<file path="config.mk">
export PLATFORM = sky130hd
export DESIGN_NAME = vm_change_dispenser
export DESIGN_NICKNAME = d
export VERILOG_FILES = /design/src/rtl/vm_change_dispenser.sv
export SDC_FILE = /design/constraint.sdc
export NUM_CORES = 1
export LEC_CHECK = 0
export ABC_AREA = 1
export BUFFER_PORTS_ARGS = -buffer_cell sky130_fd_sc_hd__buf_2
export CAP_MARGIN = 20
export CORE_UTILIZATION = 50
export CTS_CLUSTER_DIAMETER = 50
export DETAILED_ROUTE_END_ITERATION = 8
export GPL_ROUTABILITY_DRIVEN = 0
export PLACE_DENSITY = 0.78
export SYNTH_ARGS = -nofsm -noshare
export SYNTH_HDL_FRONTEND = slang
export SYNTH_SLANG_ARGS = --single-unit
</file>
<file path="constraint.sdc">
create_clock -name clk -period 3.6 [get_ports clk]
set_input_delay 0 -clock clk [delete_from_list [all_inputs] [get_ports clk]]
set_output_delay 0 -clock clk [all_outputs]
set_load 0.1 [all_outputs]
</file>
<file path="src/rtl/vm_change_dispenser.sv">
// rtl/vm_change_dispenser.sv - greedy coin change-return engine with inactivity countdown
//
// Purpose:
//   Owns the vending machine's inactivity countdown. A user return request or
//   a countdown timeout pays out the current balance. Payout is one coin per
//   cycle, chosen greedily with the largest fitting denomination first. Each
//   coin is offered to the coin hopper over a valid/ready handshake.
//
// Optional feature macro: VM_COIN_STOCK_EN
//   When defined, the engine keeps a stock counter per coin. Coins with no
//   stock are skipped, and the o_stock_empty port is added. When undefined,
//   stock is treated as unlimited.
//
// Ports:
//   clk              clock
//   reset_n          synchronous, active-low reset
//   i_input_coin     one-cycle strobe per inserted coin (one bit per denomination)
//   i_item_dispensed item vended this cycle
//   i_trigger_return user return request (level, sampled each edge)
//   i_total          current balance from the balance keeper
//   i_coin_ready     hopper accepts the presented coin
//   o_return_valid   a coin is presented
//   o_return_coin    one-hot presented coin, 0 when not valid
//   o_return_value   value of presented coin (keeper subtracts on transfer)
//   o_busy           payout in progress; upstream must reject coins/items
//   o_done           one-cycle pulse at end of payout
//   o_residue        unpayable remainder, valid with o_done
//   o_stock_empty    (VM_COIN_STOCK_EN only) bit i set when coin i stock is 0
//   o_wait_time      cycles left before timeout

module vm_change_dispenser #(
    parameter int                            NUM_COINS   = 3,
    parameter int                            TOTAL_BITS  = 31,
    parameter int                            VAL_BITS    = 16,
    parameter logic [NUM_COINS*VAL_BITS-1:0] COIN_VALUES = {16'd1000, 16'd500, 16'd100},
    parameter int                            WAIT_CYCLES = 10,
`ifdef VM_COIN_STOCK_EN
    parameter int                            STOCK_BITS  = 8,
    parameter int                            STOCK_INIT  = 10,
`endif
    parameter int                            WAIT_BITS   = 8
) (
    input  logic                  clk,
    input  logic                  reset_n,
    input  logic [NUM_COINS-1:0]  i_input_coin,
    input  logic                  i_item_dispensed,
    input  logic                  i_trigger_return,
    input  logic [TOTAL_BITS-1:0] i_total,
    input  logic                  i_coin_ready,
    output logic                  o_return_valid,
    output logic [NUM_COINS-1:0]  o_return_coin,
    output logic [TOTAL_BITS-1:0] o_return_value,
    output logic                  o_busy,
    output logic                  o_done,
    output logic [TOTAL_BITS-1:0] o_residue,
`ifdef VM_COIN_STOCK_EN
    output logic [NUM_COINS-1:0]  o_stock_empty,
`endif
    output logic [WAIT_BITS-1:0]  o_wait_time
);

    typedef enum logic [1:0] {
        ST_IDLE   = 2'd0,
        ST_RETURN = 2'd1,
        ST_DONE   = 2'd2
    } state_t;

    localparam logic [WAIT_BITS-1:0] WAIT_RELOAD = WAIT_BITS'(WAIT_CYCLES);

    state_t                  state_q, state_d;
    logic [WAIT_BITS-1:0]    wait_q, wait_d;
    logic [TOTAL_BITS-1:0]   remaining_q, remaining_d;

    logic                    activity;
    logic [NUM_COINS-1:0]    coin_avail;
    logic                    sel_found;
    logic [NUM_COINS-1:0]    sel_onehot;
    logic [TOTAL_BITS-1:0]   sel_value;
    logic                    transfer;

`ifdef VM_COIN_STOCK_EN
    localparam logic [STOCK_BITS-1:0] STOCK_RESET = STOCK_BITS'(STOCK_INIT);
    localparam logic [STOCK_BITS-1:0] STOCK_MAX   = {STOCK_BITS{1'b1}};

    logic [STOCK_BITS-1:0]   stock_q [NUM_COINS];
    logic [STOCK_BITS-1:0]   stock_d [NUM_COINS];
`endif

    assign activity = (|i_input_coin) | i_item_dispensed;

    // Coins eligible for the greedy select.
`ifdef VM_COIN_STOCK_EN
    always_comb begin
        coin_avail = '0;
        for (int i = 0; i < NUM_COINS; i++) begin
            coin_avail[i] = (stock_q[i] != '0);
        end
    end
`else
    assign coin_avail = '1;
`endif

    // Greedy select: denominations ascend with index, so the last fitting
    // index in an ascending scan is the largest coin that still fits.
    always_comb begin
        sel_found  = 1'b0;
        sel_onehot = '0;
        sel_value  = '0;
        for (int i = 0; i < NUM_COINS; i++) begin
            if (coin_avail[i] &&
                (TOTAL_BITS'(COIN_VALUES[i*VAL_BITS +: VAL_BITS]) <= remaining_q)) begin
                sel_found     = 1'b1;
                sel_onehot    = '0;
                sel_onehot[i] = 1'b1;
                sel_value     = TOTAL_BITS'(COIN_VALUES[i*VAL_BITS +: VAL_BITS]);
            end
        end
    end

    assign transfer = (state_q == ST_RETURN) && sel_found && i_coin_ready;

    // State register
    always_ff @(posedge clk) begin
        if (!reset_n) begin
            state_q     <= ST_IDLE;
            wait_q      <= WAIT_RELOAD;
            remaining_q <= '0;
        end else begin
            state_q     <= state_d;
            wait_q      <= wait_d;
            remaining_q <= remaining_d;
        end
    end

`ifdef VM_COIN_STOCK_EN
    always_ff @(posedge clk) begin
        if (!reset_n) begin
            for (int i = 0; i < NUM_COINS; i++) begin
                stock_q[i] <= STOCK_RESET;
            end
        end else begin
            for (int i = 0; i < NUM_COINS; i++) begin
                stock_q[i] <= stock_d[i];
            end
        end
    end

    // Inserted coins are only counted while not paying out. Upstream rejects
    // coins during payout, so increment and decrement never coincide.
    always_comb begin
        for (int i = 0; i < NUM_COINS; i++) begin
            stock_d[i] = stock_q[i];
            if (transfer && sel_onehot[i]) begin
                stock_d[i] = stock_q[i] - STOCK_BITS'(1);
            end else if ((state_q != ST_RETURN) && i_input_coin[i] &&
                         (stock_q[i] != STOCK_MAX)) begin
                stock_d[i] = stock_q[i] + STOCK_BITS'(1);
            end
        end
    end
`endif

    // Next-state logic
    always_comb begin
        state_d     = state_q;
        wait_d      = wait_q;
        remaining_d = remaining_q;
        unique case (state_q)
            ST_IDLE: begin
                if (activity) begin
                    wait_d = WAIT_RELOAD;
                end else if ((i_trigger_return || (wait_q == '0)) && (i_total != '0)) begin
                    remaining_d = i_total;
                    state_d     = ST_RETURN;
                end else if (wait_q != '0) begin
                    wait_d = wait_q - WAIT_BITS'(1);
                end
            end
            ST_RETURN: begin
                // The countdown stays frozen during payout.
                if (!sel_found) begin
                    state_d = ST_DONE;
                end else if (i_coin_ready) begin
                    remaining_d = remaining_q - sel_value;
                end
            end
            ST_DONE: begin
                wait_d  = WAIT_RELOAD;
                state_d = ST_IDLE;
            end
            default: begin
                state_d = ST_IDLE;
            end
        endcase
    end

    // Outputs. The presented coin comes straight from registered remaining,
    // so it holds stable for as long as the hopper stalls.
    always_comb begin
        o_busy         = (state_q == ST_RETURN);
        o_return_valid = (state_q == ST_RETURN) && sel_found;
        o_return_coin  = o_return_valid ? sel_onehot : '0;
        o_return_value = o_return_valid ? sel_value  : '0;
        o_done         = (state_q == ST_DONE);
        o_residue      = (state_q == ST_DONE) ? remaining_q : '0;
        o_wait_time    = wait_q;
    end

`ifdef VM_COIN_STOCK_EN
    assign o_stock_empty = ~coin_avail;
`endif

endmodule

</file>
==> results of run 1 <==
[routing by layer]
metal	GRT usage [%]	routed length [um]
met5	0	0
met4	8.065	230
met3	5.219	1077
met2	45.83	5221
met1	38.67	5112
[repair_timing]
| item | in CTS | in global routing |
|---|---|---|
| gates resized for setup | 0 | 5 |
| buffers inserted | 0 | 0 |
| hold buffers | 3 | 0 |
| endpoints found under the setup margin | 0 | 13 |
| endpoints found under the hold margin | 3 | 0 |
[sequential cells by signal, indices dropped and copies added, names as in the netlist]
| name | cells |
|---|---|
| remaining_q | 31 |
| o_wait_time | 8 |
| state_q | 2 |
[cell type report]
class                           count  area [um2]  area share (%)
Sequential cell                    41       820.8           18.37
Multi-Input combinational cell    496        2547           57.00
Timing Repair Buffer               97       508.0           11.37
Inverter                           99       371.6           8.315
Clock buffer                        5       68.82           1.540
Tap cell                           99       123.9           2.772
Clock inverter                      3       28.78          0.6439
[kinds of logic after synthesis]
kind of cell	after synthesis	share of synthesized area [%]
simple gates	351	42.92
buf+inv	146	17.12
compound gates	107	14.60
flops	41	20.87
fa+ha+maj	9	3.055
xor+xnor	6	1.336
other cells	1	0.09536
[per-stage QoR]
step | setup slack, ns | area [um2] | instances
after CTS | 0.01742 | 4451 | 840
final | 0.2946 | 4469 | 840
after detailed placement | 0.05100 | 4323 | 829
after global routing | 0.01602 | 4469 | 840
after global placement | 0.07996 | 4323 | 829
after floorplan | 0.1224 | 4020 | 683
[power by group through the flow]
stage / logic (uW) / clock network (uW) / registers [uW]
2_1_floorplan: 571 / 0 / 485
3_3_place_gp: 672 / 0 / 481
3_5_place_dp: 683 / 0 / 482
4_1_cts: 690 / 357 / 471
5_1_grt: 771 / 372 / 473
6_report: 711 / 355 / 472
[path summary, 6_finish.rpt]
kind	startpoint	end	slack [ns]	depth (start not counted)
setup / recovery	remaining_q[16]$_SDFFE_PN0P_	remaining_q[23]$_SDFFE_PN0P_	0.29	19
hold / removal	i_total[0]	remaining_q[0]$_SDFFE_PN0P_	0.008	3
setup reg to reg	remaining_q[16]$_SDFFE_PN0P_	remaining_q[23]$_SDFFE_PN0P_	0.29	19
hold reg to reg	remaining_q[27]$_SDFFE_PN0P_	remaining_q[27]$_SDFFE_PN0P_	0.50	2
[layout by cell type (no fill, tap or decap), drive strengths merged]
cell type,count
a21oi,75
clkbuf,5
ha,8
nor2,98
dlygate4sd3,3
conb,23
nand3,56
buf,94
nor3,14
inv,101
o21ai,22
xor2,5
nand2,150
dfxtp,41
o21bai,4
a211oi,3
nand4,18
xnor2,1
or2,1
and2,1
nor3b,1
nand3b,3
nor4,9
fa,1
clkinv,1
o211ai,2
a31oi,1
[tightest hold or removal path: cells and delay by family]
family | cells | cell delay (ns)
buffers and inverters | 1 | 0.10
AOI/OAI and AO/OA | 2 | 0.17
==> summary.md, run 1 <==
| Metric | Value |
|---|---|
| Status | `complete, no violations` |
| FFs w/ async S/R, synth | `0%` |
| Final Core Density | `60.33%` |
| Total wire length | `11640 um` |
| H-tree Lvls | `2` |
| Worst setup path class | `flip-flop to flip-flop` |
| DRT iter0 DRCs | `476` |
| Hold_ws | `roughly 0.0075 ns` |
| Worst relative slew slack | `30.86%` |
| Comb pwr share | `46.2%` |
| DRT Pass-1 Iters | `5` |
| Die W | `90.69 um` |
| Arrival time worst endpoint | `3.48 ns` |
| Total Routing Usage GR | `28.52%` |
| Max Root-Sink Buffers | `2` |
| CP Capture Type | `flip-flop` |
| Remaining DRCs | `0` |
| Clk pin slew, worst setup/hold paths | `0.10 ns` |
| Slew Limit Fails | `0` |
| Layout cells sized above 1 | `21.86%` |
| Netlist cell types | `39` |
| Post-Route Setup TNS | `0 ns` |
| Largest cells by area after synthesis | `dfxtp_1 (21%), nand2_1 (13%), a21oi_1 (9.5%), inv_1 (8.1%), nor2_1 (7.9%)` |
| RSZ-0062 raised after global routing | `false` |
| Switching share of power | `between 40% and 50%` |
| Worst-path cell chain | `inv_1 > nand2_2 > nor2_4 > nand2_1 > nor2_4 > nand3_1 > o21ai_2 > inv_1 > ha_1 > a21oi_1 > inv_1 > a21oi_4 > nand2_1 > nor3_1 > nand2_1 > nand2_1 > nand3_1 > nand2_1 > a21oi_1` |
| Setup-failing EPs final | `0` |
| CP top delay family | `simple AND/OR/NAND/NOR gates` |
| Worst clock skew | `~0.011 ns` |
| Total gr overflow | `0` |
| EDFF count, synth | `0` |
| Final min period | `roughly 3.3 ns` |
| Die height | `90.69 um` |
| Peak supply drop | `0.0001648 V` |
| Clk root buf | `clkbuf_8` |
| Max_cap viols | `0` |
| Max FO, Critical Path | `5` |
| Synthesis-stage register bit count | `about 40` |
| Biggest area consumer among synthesized cells | `dfxtp_1` |
| Via count | `4513` |
| Worst-skew pair later-pin latency | `0.31 ns` |
| CTS tree | `built` |
| Yosys warns | `0` |
| Top FF cell, synth | `dfxtp_1` |
| Register area share after synthesis | `20.87%` |
| Synth Instances | `661` |
| Reg power frac | `30.7%` |
| Fill cells | `758` |
| Site row count | `31` |
| FMAX | `0.3025 GHz` |
| Detail Placement HPWL | `8988 um` |
| Initial Utilization | `53.08%` |
| CP Data Required Time | `3.77 ns` |
| Startpoint types | `flip-flop` |
| Power Total | `1538 uW` |
| Vias in the first global route | `4081` |
| Detail Route Antenna Nets | `0` |
| Count leader, synth | `nand2_1` |
| Buf/Inv on CP | `3` |
| Drt wl/cell | `13.86 um` |
| ANT cells | `0` |
| Core ar. | `7408 um2` |
| Most frequent CP cell | `nand2_1` |
| Worst-margin pin slew | `about 1.0 ns` |
| Vias per cell | `5.373` |
| Power share of the clock group | `23.1%` |
| Initial antenna violation count | `0` |
| Area of the mapped netlist | `3933 um2` |
| Tcrit/Tclk final | `91.82%` |
| Ports | `115` |
| Switching power total | `729.1 uW` |
| CTS Sinks | `41` |
| Die area | `8224 um2` |
| Max incr delay on CP | `roughly 0.38 ns` |
| Synth top area share | `20.87%` |
| Hold WC Path Type | `input port to flip-flop` |
| Hold Violations, Final | `0` |
| I/O Buffers | `91` |
| Total CTS buffers | `5` |
| Final #Nets | `~800` |
| Synth top cells by count | `nand2_1 (132), inv_1 (85), nor2_1 (83)` |
| Pint | `808.9 uW` |
| Leakage | `0.002289 uW` |
| Syn avg cell area | `5.949 um2` |
| P per Cell Area | `344.1 nW/um2` |
| First-pass GRT wire length | `about 19000 um` |
| P&R area growth vs syn | `13.65%` |
| Slowest cell on crit path | `dfxtp_1` |
| Largest net degree at the start of global routing | `48` |
Note: power is estimated with default switching activity, not from simulation.
==> run 2, diff against run 1 <==
--- a/config.mk
+++ b/config.mk
@@ -8,11 +8,13 @@
 export ABC_AREA = 1
 export BUFFER_PORTS_ARGS = -buffer_cell sky130_fd_sc_hd__buf_2
 export CAP_MARGIN = 20
+export CORE_ASPECT_RATIO = 1.5
 export CORE_UTILIZATION = 50
 export CTS_CLUSTER_DIAMETER = 50
 export DETAILED_ROUTE_END_ITERATION = 8
 export GPL_ROUTABILITY_DRIVEN = 0
 export PLACE_DENSITY = 0.78
+export REMOVE_ABC_BUFFERS = 1
 export SYNTH_ARGS = -nofsm -noshare
 export SYNTH_HDL_FRONTEND = slang
 export SYNTH_SLANG_ARGS = --single-unit
==> summary.md, run 2 (same netlist as run 1, synthesis figures left out) <==
| Metric | Value |
|---|---|
| Status | `complete, no violations` |
| Startpoint types | `flip-flop` |
| Hold_ws | `0.01436 ns (+0.006808 ns)` |
| Fill cells | `760 (+0.26%)` |
| Slew Limit Fails | `0 (unchanged)` |
| Die W | `74.41 um (-18%)` |
| Vias in the first global route | `4198 (+2.9%)` |
| First-pass GRT wire length | `18350 um (-5.0%)` |
| Worst-skew pair later-pin latency | `0.30 ns (about the same)` |
| Hold_buf cts | `0 (-3)` |
| Vias per cell | `5.392 (+0.37%)` |
| Hold Path Depth | `3 (unchanged)` |
| Hold WC Path Type | `input port to flip-flop` |
| Post-CTS Setup Repair Bufs | `0 (unchanged)` |
| Final Core Density | `59.27% (-1.1 points)` |
| Final min period | `3.339 ns (+0.03380 ns)` |
| Max_cap viols | `0 (unchanged)` |
| RSZ-0062 raised after global routing | `false` |
| R2R Path End | `remaining_q[23]$_SDFFE_PN0P_` |
| Max FO, Critical Path | `5 (unchanged)` |
| Reg-to-reg startpoint | `remaining_q[21]$_SDFFE_PN0P_` |
| FMAX | `0.2995 GHz (-1.0%)` |
| Arrival time worst endpoint | `3.49 ns (about the same)` |
| Power Total | `1702 uW (+11%)` |
| Post-Route Setup TNS | `0 ns (unchanged)` |
| CTS Sinks | `41 (unchanged)` |
| ANT cells | `0 (unchanged)` |
| Leakage | `0.002311 uW (+0.95%)` |
| DRT iter0 DRCs | `288 (-39%)` |
| Clk pin slew, worst setup/hold paths | `0.07 ns (-0.03 ns)` |
| Largest register FFs | `31 (unchanged)` |
| P per Cell Area | `377.3 nW/um2 (+9.6%)` |
| Worst clock skew | `0.007919 ns (-0.003078 ns)` |
| Commonest non-fill, non-tap cell in the layout | `nand2_1` |
| Tcrit/Tclk final | `92.76% (+0.94 points)` |
| Total Routing Usage GR | `28.60% (+0.082 points)` |
| Most frequent cells in the layout | `nand2_1 (132), buf_2 (91), inv_1 (85)` |
| Hold Path End | `remaining_q[8]$_SDFFE_PN0P_` |
| Post-CTS sizing | `0 (unchanged)` |
| Worst-margin pin slew | `0.8177 ns (-0.2183 ns)` |
| CP Data Required Time | `3.75 ns (-0.02 ns)` |
| I/O Buffers | `91 (unchanged)` |
| Ports | `115 (unchanged)` |
| Initial antenna violation count | `0 (unchanged)` |
| Core ar. | `7612 um2 (+2.8%)` |
| Remaining DRCs | `0 (unchanged)` |
| Reg2reg setup slack | `0.26 ns (-0.03 ns)` |
| Total CTS buffers | `5 (unchanged)` |
| Layout cells sized above 1 | `21.52% (-0.35 points)` |
| DRT Pass-1 Iters | `7 (+2)` |
| Peak supply drop | `0.0002311 V (+40%)` |
| Site row count | `39 (+26%)` |
| Clk root buf | `clkbuf_16` |
| Detail Placement HPWL | `8932 um (-0.62%)` |
| Critical hold path startpoint | `i_total[8]` |
| Final #Nets | `786 (-0.25%)` |
| Die height | `110.6 um (+22%)` |
| Worst setup path class | `flip-flop to flip-flop` |
| FF-to-FF path depth | `19 (unchanged)` |
| Max Root-Sink Buffers | `2 (unchanged)` |
| Total gr overflow | `0 (unchanged)` |
| CTS tree | `built` |
| P&R area growth vs syn | `14.73%` |
| CP Capture Type | `flip-flop` |
| Worst relative slew slack | `45.43% (+15 points)` |
| Largest net degree at the start of global routing | `47 (-2.1%)` |
| Via count | `4535 (+0.49%)` |
| Total wire length | `11500 um (-1.2%)` |
| Initial Utilization | `51.66% (-1.4 points)` |
| Die area | `8231 um2 (about the same)` |
| Setup-failing EPs final | `0 (unchanged)` |
| Top reg by flops | `remaining_q` |
| Drt wl/cell | `13.67 um (-1.3%)` |
| Detail Route Antenna Nets | `0 (unchanged)` |
| H-tree Lvls | `2 (unchanged)` |
| Hold Violations, Final | `0 (unchanged)` |
==> run 2: changes by cell type in the layout (fill, tap and decap cells not counted), moves of 2 or more <==
| cell | delta |
|---|---|
| nor2_2 | -2 |
| dlygate4sd3_1 | -3 |
| clkbuf_16 | +5 |
| inv_6 | -2 |
| nor2_1 | +2 |
| clkbuf_8 | -5 |
==> run 2: area by class of cell <==
cell class	count	area (um2)	share of cell area [%]
multi-input cells	496	2531	56.10
inverters	99	371.6	8.236
well taps	102	127.6	2.829
flip-flops and latches	41	820.8	18.19
repair buffers	95	493.0	10.93
clock inverters	2	38.79	0.8597
clock buffers	6	128.9	2.856
==> run 2: power breakdown <==
| part | internal [uW] | switching (uW) | total, uW |
|---|---|---|---|
| clock | 329 | 200 | 529 |
| combinational | 198 | 504 | 702 |
| sequential | 462 | 10.1 | 472 |
==> run 2: critical path, stage by stage, from the launching register on <==
cell and delay (ns):
dfxtp_1 0.35, inv_1 0.11, nand2_1 0.10, nor2_2 0.15, nand2_1 0.14, nor2_4 0.18, nand3_1 0.09, o21ai_1 0.25
inv_1 0.12, ha_1 0.34, a21oi_1 0.22, inv_1 0.08, a21oi_2 0.28, nand2_1 0.12, nor3_1 0.31, nand2_1 0.10
nand2_1 0.06, nand3_1 0.06, nand2_1 0.07, a21oi_1 0.05
==> run 2: per-stage QoR <==
step / cells / setup slack, ns / instance area, um2
2_1_floorplan: 636 / -6.136 / 3714
3_3_place_gp: 832 / 0.1118 / 4322
4_1_cts: 840 / 0.1013 / 4489
6_report: 841 / 0.2608 / 4512
3_5_place_dp: 832 / 0.1133 / 4322
5_1_grt: 841 / 0.01836 / 4512
==> run 2: worst max path at each step <==
stage	from	end	slack (ns)	cells past startpoint
2_1_floorplan	state_q[0]$_SDFFE_PN0P_	o_return_coin[2]	-6.14	6
3_3_place_gp	remaining_q[21]$_SDFFE_PN0P_	remaining_q[23]$_SDFFE_PN0P_	0.11	19
3_5_place_dp	remaining_q[21]$_SDFFE_PN0P_	remaining_q[23]$_SDFFE_PN0P_	0.11	19
4_1_cts	remaining_q[21]$_SDFFE_PN0P_	remaining_q[23]$_SDFFE_PN0P_	0.10	19
5_1_grt	remaining_q[21]$_SDFFE_PN0P_	remaining_q[23]$_SDFFE_PN0P_	0.02	19
6_report	remaining_q[21]$_SDFFE_PN0P_	remaining_q[23]$_SDFFE_PN0P_	0.26	19
==> run 2: metal layers <==
layer / share of wire (%) / global-route usage (%)
met5: 0 / 0
met4: 4.8 / 16.35
met3: 6.2 / 5.931
met2: 50 / 49.49
met1: 39 / 30.83
